--- src/rtl/qbu_pkg.sv ---
// Shared PTP parse definitions for the qbu TX/RX timestamp paths.
package qbu_pkg;

   localparam logic [15:0] PTP_ETHERTYPE = 16'h88F7;
   localparam logic [15:0] TPID_CTAG     = 16'h8100;
   localparam logic [15:0] TPID_STAG     = 16'h88A8;
   localparam int          MSG_TYPE_W    = 4;

   typedef enum logic [2:0] {
      IDLE = 3'd0,
      TYPE = 3'd1,
      VLAN = 3'd2,
      MSG  = 3'd3,
      SKIP = 3'd4
   } parse_state_e;

endpackage

--- src/rtl/qbu_ts_slot_ring.sv ---
// Timestamp-RAM slot ring: write pointer, occupancy and ack-based release.
// Shared by the TX and RX timestamp paths.
module qbu_ts_slot_ring #(
   parameter int ADDR_WIDTH = 8
) (
   input  logic                  clk_i,
   input  logic                  rst_i,
   input  logic                  fire_i,
   input  logic                  ack_i,
   output logic                  grant_o,
   output logic                  overflow_o,
   output logic [ADDR_WIDTH-1:0] slot_o,
   output logic [ADDR_WIDTH:0]   count_o,
   output logic                  full_o
);

   localparam logic [ADDR_WIDTH:0] DEPTH_C = {1'b1, {ADDR_WIDTH{1'b0}}};

   logic [ADDR_WIDTH-1:0] wr_ptr_q, wr_ptr_d;
   logic [ADDR_WIDTH:0]   count_q, count_d;
   logic                  ack_eff_s, space_s, grant_s;

   // Ack is resolved before the fire so a full ring can still accept a same-cycle fire.
   always_comb begin
      ack_eff_s = ack_i && (count_q != '0);
      space_s   = (count_q != DEPTH_C) || ack_eff_s;
      grant_s   = fire_i && space_s;
      wr_ptr_d  = wr_ptr_q;
      count_d   = count_q;
      if (grant_s) begin
         wr_ptr_d = wr_ptr_q + ADDR_WIDTH'(1);
      end else begin
         wr_ptr_d = wr_ptr_q;
      end
      if (grant_s && !ack_eff_s) begin
         count_d = count_q + (ADDR_WIDTH+1)'(1);
      end else if (!grant_s && ack_eff_s) begin
         count_d = count_q - (ADDR_WIDTH+1)'(1);
      end else begin
         count_d = count_q;
      end
   end

   always_ff @(posedge clk_i or posedge rst_i) begin
      if (rst_i) begin
         wr_ptr_q <= '0;
         count_q  <= '0;
      end else begin
         wr_ptr_q <= wr_ptr_d;
         count_q  <= count_d;
      end
   end

   assign grant_o    = grant_s;
   assign overflow_o = fire_i && !space_s;
   assign slot_o     = wr_ptr_q;
   assign count_o    = count_q;
   assign full_o     = (count_q == DEPTH_C);

endmodule

--- src/rtl/qbu_tx_ptp_ts_detect.sv ---
// TX-side PTP timestamp trigger: snoops the MAC stream for L2 PTP frames
// (untagged or single-tagged) and allocates a timestamp slot per trigger.
module qbu_tx_ptp_ts_detect import qbu_pkg::*; #(
   parameter int DWIDTH     = 8,
   parameter int ADDR_WIDTH = 8,
   parameter int SEQ_WIDTH  = 8,
   parameter int ETH_OFFSET = 12
) (
   input  logic                  i_clk,
   input  logic                  i_rst,
   input  logic [DWIDTH-1:0]     i_mac_axis_data,
   input  logic [DWIDTH/8-1:0]   i_mac_axis_keep,
   input  logic                  i_mac_axis_valid,
   input  logic                  i_mac_axis_last,
   input  logic                  i_ts_en,
   input  logic [15:0]           i_msg_type_mask,
   input  logic                  i_ts_ack,
   output logic                  o_mac_time_irq,
   output logic [SEQ_WIDTH-1:0]  o_mac_frame_seq,
   output logic [MSG_TYPE_W-1:0] o_ptp_msg_type,
   output logic [ADDR_WIDTH-1:0] o_timestamp_addr,
   output logic [ADDR_WIDTH:0]   o_ts_count,
   output logic                  o_ts_full,
   output logic                  o_ts_overflow
);

   localparam int          NB        = DWIDTH / 8;
   localparam int          BCW       = 16;
   localparam logic [31:0] IDX_ET_HI = 32'(ETH_OFFSET);
   localparam logic [31:0] IDX_ET_LO = 32'(ETH_OFFSET + 1);
   localparam logic [31:0] IDX_MSG_U = 32'(ETH_OFFSET + 2);
   localparam logic [31:0] IDX_VT_HI = 32'(ETH_OFFSET + 4);
   localparam logic [31:0] IDX_VT_LO = 32'(ETH_OFFSET + 5);
   localparam logic [31:0] IDX_MSG_T = 32'(ETH_OFFSET + 6);

   logic [DWIDTH-1:0]     data_q;
   logic [NB-1:0]         keep_q;
   logic                  valid_q, last_q, ts_en_q;
   logic [BCW-1:0]        beat_q, beat_d;
   parse_state_e          state_q, state_d, st_s;
   logic                  frame_en_q, frame_en_d, en_s;
   logic                  tagged_q, tagged_d;
   logic [7:0]            et_hi_q, et_hi_d, vt_hi_q, vt_hi_d;
   logic [SEQ_WIDTH-1:0]  seq_q, seq_d;
   logic [7:0]            lane_s, et_lo_s, vt_lo_s;
   logic [31:0]           idx_s;
   logic [3:0]            msg_u_s, msg_t_s, msg_type_s;
   logic                  et_lo_hit_s, vt_lo_hit_s, msg_u_hit_s, msg_t_hit_s;
   logic                  fire_s, grant_s, ovf_s;
   logic [ADDR_WIDTH-1:0] slot_s;
   logic                  irq_q, ovf_q;
   logic [SEQ_WIDTH-1:0]  seq_out_q;
   logic [3:0]            type_out_q;
   logic [ADDR_WIDTH-1:0] addr_out_q;

   // Input stage; the enable is registered with the beat so it lines up with the frame start.
   always_ff @(posedge i_clk or posedge i_rst) begin
      if (i_rst) begin
         data_q  <= '0;
         keep_q  <= '0;
         valid_q <= 1'b0;
         last_q  <= 1'b0;
         ts_en_q <= 1'b0;
      end else begin
         data_q  <= i_mac_axis_data;
         keep_q  <= i_mac_axis_keep;
         valid_q <= i_mac_axis_valid;
         last_q  <= i_mac_axis_last;
         ts_en_q <= i_ts_en;
      end
   end

   // Field capture then state walk, so every field landing in one beat resolves in that beat.
   always_comb begin
      et_hi_d     = et_hi_q;
      vt_hi_d     = vt_hi_q;
      lane_s      = 8'h00;
      idx_s       = 32'h0;
      et_lo_s     = 8'h00;
      vt_lo_s     = 8'h00;
      msg_u_s     = 4'h0;
      msg_t_s     = 4'h0;
      et_lo_hit_s = 1'b0;
      vt_lo_hit_s = 1'b0;
      msg_u_hit_s = 1'b0;
      msg_t_hit_s = 1'b0;
      for (int k = 0; k < NB; k++) begin
         lane_s = data_q[DWIDTH-1-8*k -: 8];
         idx_s  = 32'(beat_q) * 32'(NB) + 32'(k);
         if (valid_q && keep_q[k]) begin
            if (idx_s == IDX_ET_HI) begin
               et_hi_d = lane_s;
            end else if (idx_s == IDX_ET_LO) begin
               et_lo_s = lane_s;  et_lo_hit_s = 1'b1;
            end else if (idx_s == IDX_MSG_U) begin
               msg_u_s = lane_s[3:0];  msg_u_hit_s = 1'b1;
            end else if (idx_s == IDX_VT_HI) begin
               vt_hi_d = lane_s;
            end else if (idx_s == IDX_VT_LO) begin
               vt_lo_s = lane_s;  vt_lo_hit_s = 1'b1;
            end else if (idx_s == IDX_MSG_T) begin
               msg_t_s = lane_s[3:0];  msg_t_hit_s = 1'b1;
            end else begin
               lane_s = lane_s;
            end
         end else begin
            lane_s = lane_s;
         end
      end

      st_s       = state_q;
      en_s       = frame_en_q;
      tagged_d   = tagged_q;
      fire_s     = 1'b0;
      msg_type_s = 4'h0;
      beat_d     = beat_q;
      seq_d      = seq_q;
      if (valid_q) begin
         if (st_s == IDLE) begin
            st_s     = TYPE;
            en_s     = ts_en_q;
            tagged_d = 1'b0;
         end else begin
            st_s = st_s;
         end
         if (st_s == TYPE && et_lo_hit_s) begin
            if ({et_hi_d, et_lo_s} == TPID_CTAG || {et_hi_d, et_lo_s} == TPID_STAG) begin
               st_s = VLAN;
            end else if ({et_hi_d, et_lo_s} == PTP_ETHERTYPE) begin
               st_s = MSG;
            end else begin
               st_s = SKIP;
            end
         end else begin
            st_s = st_s;
         end
         if (st_s == VLAN && vt_lo_hit_s) begin
            if ({vt_hi_d, vt_lo_s} == PTP_ETHERTYPE) begin
               st_s     = MSG;
               tagged_d = 1'b1;
            end else begin
               st_s = SKIP;
            end
         end else begin
            st_s = st_s;
         end
         if (st_s == MSG && (tagged_d ? msg_t_hit_s : msg_u_hit_s)) begin
            msg_type_s = tagged_d ? msg_t_s : msg_u_s;
            fire_s     = en_s && i_msg_type_mask[msg_type_s];
            st_s       = SKIP;
         end else begin
            st_s = st_s;
         end
         if (last_q) begin
            st_s   = IDLE;
            beat_d = '0;
            seq_d  = seq_q + SEQ_WIDTH'(1);
         end else if (beat_q != {BCW{1'b1}}) begin
            beat_d = beat_q + BCW'(1);
         end else begin
            beat_d = beat_q;
         end
      end else begin
         st_s = state_q;
      end
      state_d    = st_s;
      frame_en_d = en_s;
   end

   // Parse state and per-frame context.
   always_ff @(posedge i_clk or posedge i_rst) begin
      if (i_rst) begin
         state_q    <= IDLE;
         frame_en_q <= 1'b0;
         tagged_q   <= 1'b0;
         et_hi_q    <= '0;
         vt_hi_q    <= '0;
         beat_q     <= '0;
         seq_q      <= '0;
      end else begin
         state_q    <= state_d;
         frame_en_q <= frame_en_d;
         tagged_q   <= tagged_d;
         et_hi_q    <= et_hi_d;
         vt_hi_q    <= vt_hi_d;
         beat_q     <= beat_d;
         seq_q      <= seq_d;
      end
   end

   qbu_ts_slot_ring #(
      .ADDR_WIDTH (ADDR_WIDTH)
   ) u_ring (
      .clk_i      (i_clk),
      .rst_i      (i_rst),
      .fire_i     (fire_s),
      .ack_i      (i_ts_ack),
      .grant_o    (grant_s),
      .overflow_o (ovf_s),
      .slot_o     (slot_s),
      .count_o    (o_ts_count),
      .full_o     (o_ts_full)
   );

   // Trigger outputs; descriptor fields only move on an accepted trigger.
   always_ff @(posedge i_clk or posedge i_rst) begin
      if (i_rst) begin
         irq_q      <= 1'b0;
         ovf_q      <= 1'b0;
         seq_out_q  <= '0;
         type_out_q <= '0;
         addr_out_q <= '0;
      end else begin
         irq_q <= grant_s;
         ovf_q <= ovf_s;
         if (grant_s) begin
            seq_out_q  <= seq_q;
            type_out_q <= msg_type_s;
            addr_out_q <= slot_s;
         end
      end
   end

   assign o_mac_time_irq   = irq_q;
   assign o_ts_overflow    = ovf_q;
   assign o_mac_frame_seq  = seq_out_q;
   assign o_ptp_msg_type   = type_out_q;
   assign o_timestamp_addr = addr_out_q;

endmodule

--- config.mk ---
export PLATFORM = sky130hd
export DESIGN_NAME = qbu_tx_ptp_ts_detect
export DESIGN_NICKNAME = d
export VERILOG_FILES = /design/src/rtl/qbu_pkg.sv /design/src/rtl/qbu_ts_slot_ring.sv /design/src/rtl/qbu_tx_ptp_ts_detect.sv
export SDC_FILE = /design/constraint.sdc
export NUM_CORES = 1
export LEC_CHECK = 0
export BUFFER_PORTS_ARGS = -buffer_cell sky130_fd_sc_hd__clkbuf_2
export CORE_MARGIN = 1
export CORE_UTILIZATION = 52
export DETAILED_ROUTE_END_ITERATION = 10
export GPL_TIMING_DRIVEN = 0
export PLACE_DENSITY_LB_ADDON = 0.08
export SLEW_MARGIN = 20
export SYNTH_ARGS = -nofsm -noshare
export SYNTH_HDL_FRONTEND = slang
export SYNTH_SLANG_ARGS = --single-unit
export TNS_END_PERCENT = 20
--- constraint.sdc ---
create_clock -name i_clk -period 4.2 [get_ports i_clk]
set_clock_uncertainty 0.1 [all_clocks]
set_input_delay 0.63 -clock i_clk [delete_from_list [all_inputs] [get_ports i_clk]]
set_output_delay 0.63 -clock i_clk [all_outputs]
set_load 0.01 [all_outputs]
==> impl_metrics.ini, run 1 <==
[route]
viasPerCell = 5.574
vias = 3662
drt_iter0_drc = 146
drc = 0
routed_wl_um = 10220
firstDrtPassIters = 5
drtAntennaViolNets = 0
wire_per_inst_um = 15.56

[global_routing]
grt_pass1_vias = 3594
grt_usage_pct = 22.34
grt-ovfl-total = 0
antenna_found_initial = 0
grt_pass1_wl_um = 17380
grt_max_degree = 69

[sta]
worst_pin_slew_ns = 0.6561
hold_viol = 0
drv_slew = 0
finalCriticalPeriod_ns = 4.095
fin_crit_sh_pct = 97.50
whs_ns = 0.1069
slew_headroom_pct = 56.10
tns_ns = 0
final-setup-viol-count = 0
fmax_mhz = 244.2
rsz0062_at_grt = yes

[cells_and_area]
diodes = 0
seqCellArea_sq_um = 2409
fill_cells = 752
area_growth_pct = 22.00
drive_above_1_share_pct = 31.50
utilization_pct = 64.88
final_cells = 657
stdcell_area_sq_um = 5967
multi_input_area_sq_um = 2507
nets = 587

[die]
initial_core_util_pct = 53.18
core_area_sq_um = 9196
fp.dieH_um = 98.98
design.die.area_sq_um = 9797
rows = 35
io_pins = 63
die_w_um = 98.98

[yosys]
synthAdderAreaFrac_pct = 3.991
synth-edff-count = 0
synth_compound_area_share_pct = 7.803
yosysUniqueCellTypes = 58
ys_warn_count = 0
ys.flop_type = dfrtp_1
mappedNetlistArea_sq_um = 4891
synth_top_area_cell = dfrtp_1
synthCells = 445
synth_top_area_share_pct = 49.12
synth.mux.area_fraction_pct = 11.31
ys_async_sr_fraction_pct = 100.0
syn_area_per_cell_sq_um = 10.99
synth_xor_area_share_pct = 5.909
ys_seq_area_share_pct = 49.12
yosys.area_share.simple_pct = 18.27
synth_top_family_by_area = simple AND/OR/NAND/NOR gates
syn_nets = 491
synth_seq_cells = 96
synth_area_leaders = dfrtp_1 49%, mux2_2 4.4%, mux2_1 3.9%, ha_1 3.6%, xor2_1 3.2%

[clock_network]
cts-buffers-inserted = 9
cts.sinks = 96
h-tree-depth = 3
cts_tree = built
ctsHoldBuffers = 0
clk_pin_slew_worst_paths_ns = 0.10
cts_root_buf = clkbuf_8
clock_latency_ns = 0.37
clockBufferDepth = 2

[pwr]
pwr-share-clk_pct = 27.4
ir_drop_uv = 348.3
power.internal_uw = 1581
power.share.sequential_pct = 47.5
p_per_area_nw_per_um2 = 393.5
comb_power_share_pct = 25.0
p_leak_uw = 0.002805
switching_share_pct = 32.68
p_switching_uw = 767.4

[placed_design]
dp.cells = 619
gp_congestion = 0.9279
hpwl_um = 7086
numPortBuffers = 62
placed_area_sq_um = 5405

[setup_path]
rr_worst_depth = 17
worstPathArrival_ns = 4.29
crit_required_ns = 4.40
crit_path_start_kind = flip-flop
endpoint_kind = flip-flop
crit_fanout = 7
crit_type = flip-flop to flip-flop

[outcome]
status = complete, no violations

[hold_path]
hold_class = input pin to async pin

[run]
maxCapViolCount = 0
## cells by family (layout without fill, tap and decap cells)
logic type / count (synthesis) / after routing
compound gates: 54 / 54
xor+xnor: 33 / 33
fa+ha+maj: 15 / 15
buf+inv: 38 / 139
flops: 96 / 96
mux: 47 / 47
simple gates: 162 / 162
## cell usage after synthesis (all sizes together), types with 2 or more instances
cell type and instances:
nor2 40, nand4 12, inv 22, nor3 9, nand2b 2, nor4 16
o41ai 3, o31ai 2, o21ai 14, xnor2 15, a2111oi 2, clkbuf 9
buf 7, xor2 18, dfrtp 96, nand4b 3, a21oi 13, a21o 4
a31oi 2, and2 5, nand3 17, and3 5, mux4 3, ha 14
mux2 36, mux2i 8, nor3b 4, o211ai 2, a221oi 2, or3 4
nand2 31, nor2b 4, nor4b 4, o32ai 2
## what timing repair did
action,4_1_cts,5_1_grt
pin swaps,16,10
buffers inserted,19,4
resized for setup,26,16
setup endpoints to repair,5,4
## through the flow
step | setup slack, ns | total power, uW
2_1_floorplan | 0.07007 | 1489
3_3_place_gp | -0.6233 | 1619
3_5_place_dp | -0.5536 | 1647
4_1_cts | -0.01879 | 2332
5_1_grt | -0.1500 | 2484
6_report | 0.1052 | 2348
## layout make-up
cell class	instances	area share [%]
inverter	22	1.531
multi-input combinational	311	42.02
clock inverter	7	1.405
sequential	96	40.36
timing repair buffer	86	8.618
buffer	15	1.657
clock buffer	9	2.076
tap	111	2.328
## per-layer routing
layer	track usage (%)	part of all wire, %
met5	0	0
met4	7.807	1.5
met3	4.326	3.1
met2	34.86	47
met1	31.27	49
## worst paths after layout
check	from	endpoint	slack, ns
setup / recovery	beat_q[6]$_DFFE_PP0P_	u_ring.count_o[8]$_DFFE_PP0P_	0.11
hold / removal	i_rst	beat_q[12]$_DFFE_PP0P_	0.11
setup reg to reg	beat_q[6]$_DFFE_PP0P_	u_ring.count_o[8]$_DFFE_PP0P_	0.11
hold reg to reg	u_ring.slot_o[7]$_DFFE_PP0P_	u_ring.slot_o[7]$_DFFE_PP0P_	0.38
max in group asynchronous	i_rst	data_q[3]$_DFF_PP0_	3.27
min in group i_clk	i_mac_axis_data[2]	data_q[2]$_DFF_PP0_	0.26
## power by group through the flow
stage	Sequential, uW	Clock (uW)	Combinational, uW
CTS	1110	665	553
finish	1120	645	587
floorplan	1120	0	368
global placement	1120	0	499
global route	1130	696	659
detailed placement	1120	0	522
## cell usage in the layout (no fill, tap or decap), types with 3 or more instances in the layout
cell | Yosys | layout
dfrtp_1 | 96 | 91
inv_1 | 22 | 19
nor3_1 | 9 | 8
a21o_1 | 4 | 4
nand3_1 | 17 | 17
nand4b_1 | 3 | 3
clkbuf_8 | 0 | 9
nand4_1 | 12 | 12
dfrtp_2 | 0 | 5
nor3b_1 | 4 | 4
mux2_1 | 17 | 17
nor4_1 | 14 | 14
xnor2_1 | 15 | 15
and3_1 | 5 | 5
nor2_1 | 40 | 39
inv_6 | 0 | 4
ha_4 | 0 | 4
xor2_1 | 18 | 18
buf_4 | 0 | 22
ha_1 | 14 | 9
a21oi_1 | 13 | 9
mux2i_1 | 8 | 8
o21ai_0 | 14 | 12
buf_6 | 1 | 3
clkbuf_2 | 1 | 64
mux2_2 | 19 | 19
mux4_2 | 3 | 3
clkbuf_1 | 8 | 6
or3_1 | 4 | 4
a21oi_2 | 0 | 4
and2_1 | 5 | 4
nor2b_1 | 4 | 4
nand2_1 | 31 | 30
## state kept, by name, indices dropped and copies added (netlist names), 8 cells and up
register / cells
beat_q: 16
u_ring.count_o: 9
data_q: 8
et_hi_q: 8
o_mac_frame_seq: 8
o_timestamp_addr: 8
seq_q: 8
u_ring.slot_o: 8
vt_hi_q: 8
## worst max-delay path: stages (launching register included)
cell	delay, ns
dfrtp_1	0.39
buf_6	0.14
nor4_1	0.35
nand4_1	0.31
o32ai_4	0.27
nand4b_1	0.20
a221oi_4	0.40
nor4b_4	0.09
ha_2	0.22
clkinvlp_4	0.09
ha_4	0.21
nor2b_1	0.12
o21ai_1	0.17
a21boi_2	0.09
o21a_1	0.22
o41ai_2	0.25
mux2i_1	0.27
xnor2_1	0.13
Power figures use the tool's default switching activity.
==> run 2: changes to the inputs <==
- CORE_UTILIZATION: 52 -> 55
- clock period: 4.2 -> 4.8 ns (I/O delays scaled with it)
==> run 2 against run 1 <==
  * Combinational power fell by 20%
  * Fmax fell by 11%
  * Highest routed layer unchanged
  * Final cell count fell by 1.5%
  * Sequential cell count did not move
  * Wire length fell by 1.6%
  * Worst hold slack improved by 0.078 ns
  * Cell area fell by 2.5%
  * Clock power fell by 2%
  * Power fell by 12%
  * Largest power group unchanged
  * Sequential share of layout area rose by 0.91 points
  * Die area fell by 5.3%
  * Global-route usage rose by 1.6 points
==> impl_metrics.ini, run 2 (synthesized netlist as in run 1, its figures left out) <==
[cells_and_area]
final_common_cell = dfrtp_1
drive_above_1_share_pct = 26.16
top_register = beat_q
fill_cells = 697
area_growth_pct = 19.01
utilization_pct = 67.07
diodes = 0
largest_reg_flops = 16
multi_input_area_sq_um = 2400
layout_common_cells = 96 x dfrtp_1, 63 x clkbuf_2, 40 x nor2_1
stdcell_area_sq_um = 5821
seqCellArea_sq_um = 2402
nets = 581
final_cells = 647

[sta]
slew_headroom_pct = 53.79
worst_pin_slew_ns = 0.6906
hold_viol = 0
finalCriticalPeriod_ns = 4.581
whs_ns = 0.1847
final-setup-viol-count = 0
fin_crit_sh_pct = 95.43
fmax_mhz = 218.3
drv_slew = 0

[clock_network]
clock_latency_ns = 0.36
clockBufferDepth = 2
ctsHoldBuffers = 0
cts-buffers-inserted = 9
h-tree-depth = 3
cts_root_buf = clkbuf_8
cts.sinks = 96
clk_pin_slew_worst_paths_ns = 0.09
cts_tree = built

[outcome]
status = complete, no violations

[pwr]
p_per_area_nw_per_um2 = 354.8
p_leak_uw = 0.002767
ir_drop_uv = 272.4

[global_routing]
grt_pass1_wl_um = 16930
grt_pass1_vias = 3532
grt-ovfl-total = 0
antenna_found_initial = 0
grt_max_degree = 76
grt_usage_pct = 23.94

[setup_path]
crit_type = flip-flop to flip-flop
worstPathArrival_ns = 4.77
crit_path_start_kind = flip-flop
endpoint_kind = flip-flop
crit_required_ns = 4.99
crit_fanout = 6

[route]
routed_wl_um = 10060
firstDrtPassIters = 4
drtAntennaViolNets = 0
drc = 0
viasPerCell = 5.662
wire_per_inst_um = 15.54
vias = 3663
drt_iter0_drc = 175

[hold_path]
hold_class = input pin to async pin

[placed_design]
placed_area_sq_um = 5369
numPortBuffers = 62
hpwl_um = 7056
dp.cells = 616
gp_congestion = 0.8826

[die]
core_area_sq_um = 8678
io_pins = 63
rows = 34
design.die.area_sq_um = 9274
fp.dieH_um = 96.30
die_w_um = 96.30
initial_core_util_pct = 56.36

[run]
maxCapViolCount = 0
run 2: cell count changes in the layout (fill, tap and decap cells not counted), moves of 3 or more:
cell / previous run / this run
a21oi_1: 9 / 13
a21oi_2: 4 / 0
buf_4: 22 / 16
dfrtp_1: 91 / 96
dfrtp_2: 5 / 0
ha_1: 9 / 13
ha_4: 4 / 1
run 2: metrics by stage:
step	power [uW]	setup TNS (ns)	setup slack [ns]
floorplan	1293	0	0.5186
global placement	1406	-0.2694	-0.2694
detailed placement	1436	-0.8202	-0.5047
CTS	2087	0	0.01819
global route	2192	-0.04432	-0.04432
finish	2065	0	0.2194
run 2: layer usage:
| metal | global-route usage, % | vias to the layer above | part of all wire [%] |
|---|---|---|---|
| met5 | 0 | - | 0 |
| met4 | 9.314 | 0 | 1.6 |
| met3 | 5.213 | 18 | 4.2 |
| met2 | 38.36 | 91 | 48 |
| met1 | 31.73 | 1791 | 46 |
| li1 | - | 1763 | - |
run 2: worst paths after layout:
path	startpoint	endpoint	slack (ns)	cells after the start
setup / recovery	beat_q[7]$_DFFE_PP0P_	u_ring.count_o[8]$_DFFE_PP0P_	0.22	16
hold / removal	i_rst	o_mac_frame_seq[1]$_DFFE_PP0P_	0.18	2
setup reg to reg	beat_q[7]$_DFFE_PP0P_	u_ring.count_o[8]$_DFFE_PP0P_	0.22	16
hold reg to reg	u_ring.slot_o[7]$_DFFE_PP0P_	u_ring.slot_o[7]$_DFFE_PP0P_	0.37	1
max in group asynchronous	i_rst	beat_q[4]$_DFFE_PP0P_	3.80	3
min in group i_clk	i_mac_axis_keep	keep_q$_DFF_PP0_	0.36	1
run 2: report_power, final:
| part | leakage (uW) | internal [uW] | switching (uW) |
|---|---|---|---|
| logic | 0.00139 | 213 | 254 |
| clock network | 0.000116 | 347 | 283 |
| registers | 0.00126 | 882 | 86.0 |
run 2: cell type report:
| type | instances | area share, % |
|---|---|---|
| sequential | 96 | 41.27 |
| multi-input combinational | 311 | 41.23 |
| timing repair buffer | 79 | 7.868 |
| tap | 108 | 2.322 |
| clock buffer | 9 | 2.128 |
| clock inverter | 6 | 1.978 |
| buffer | 16 | 1.634 |
| inverter | 22 | 1.569 |
run 2: critical path: stages, from the launching register on:
cell	delay (ns)
dfrtp_1	0.48
nor4b_4	0.40
nand4_1	0.21
or4_4	0.61
nand2_1	0.09
nand4_1	0.17
nor4b_4	0.36
ha_4	0.22
clkinvlp_4	0.13
ha_1	0.34
nor2b_1	0.14
o21ai_0	0.23
a21boi_0	0.18
o21a_1	0.22
o41ai_2	0.24
mux2i_1	0.25
xnor2_1	0.13
run 2: repair_timing:
| action | CTS | global route |
|---|---|---|
| buffers inserted | 1 | 15 |
| resized for setup | 7 | 8 |
| endpoints found under the setup margin | 4 | 3 |
| cloned | 0 | 0 |
| pin swaps | 1 | 7 |
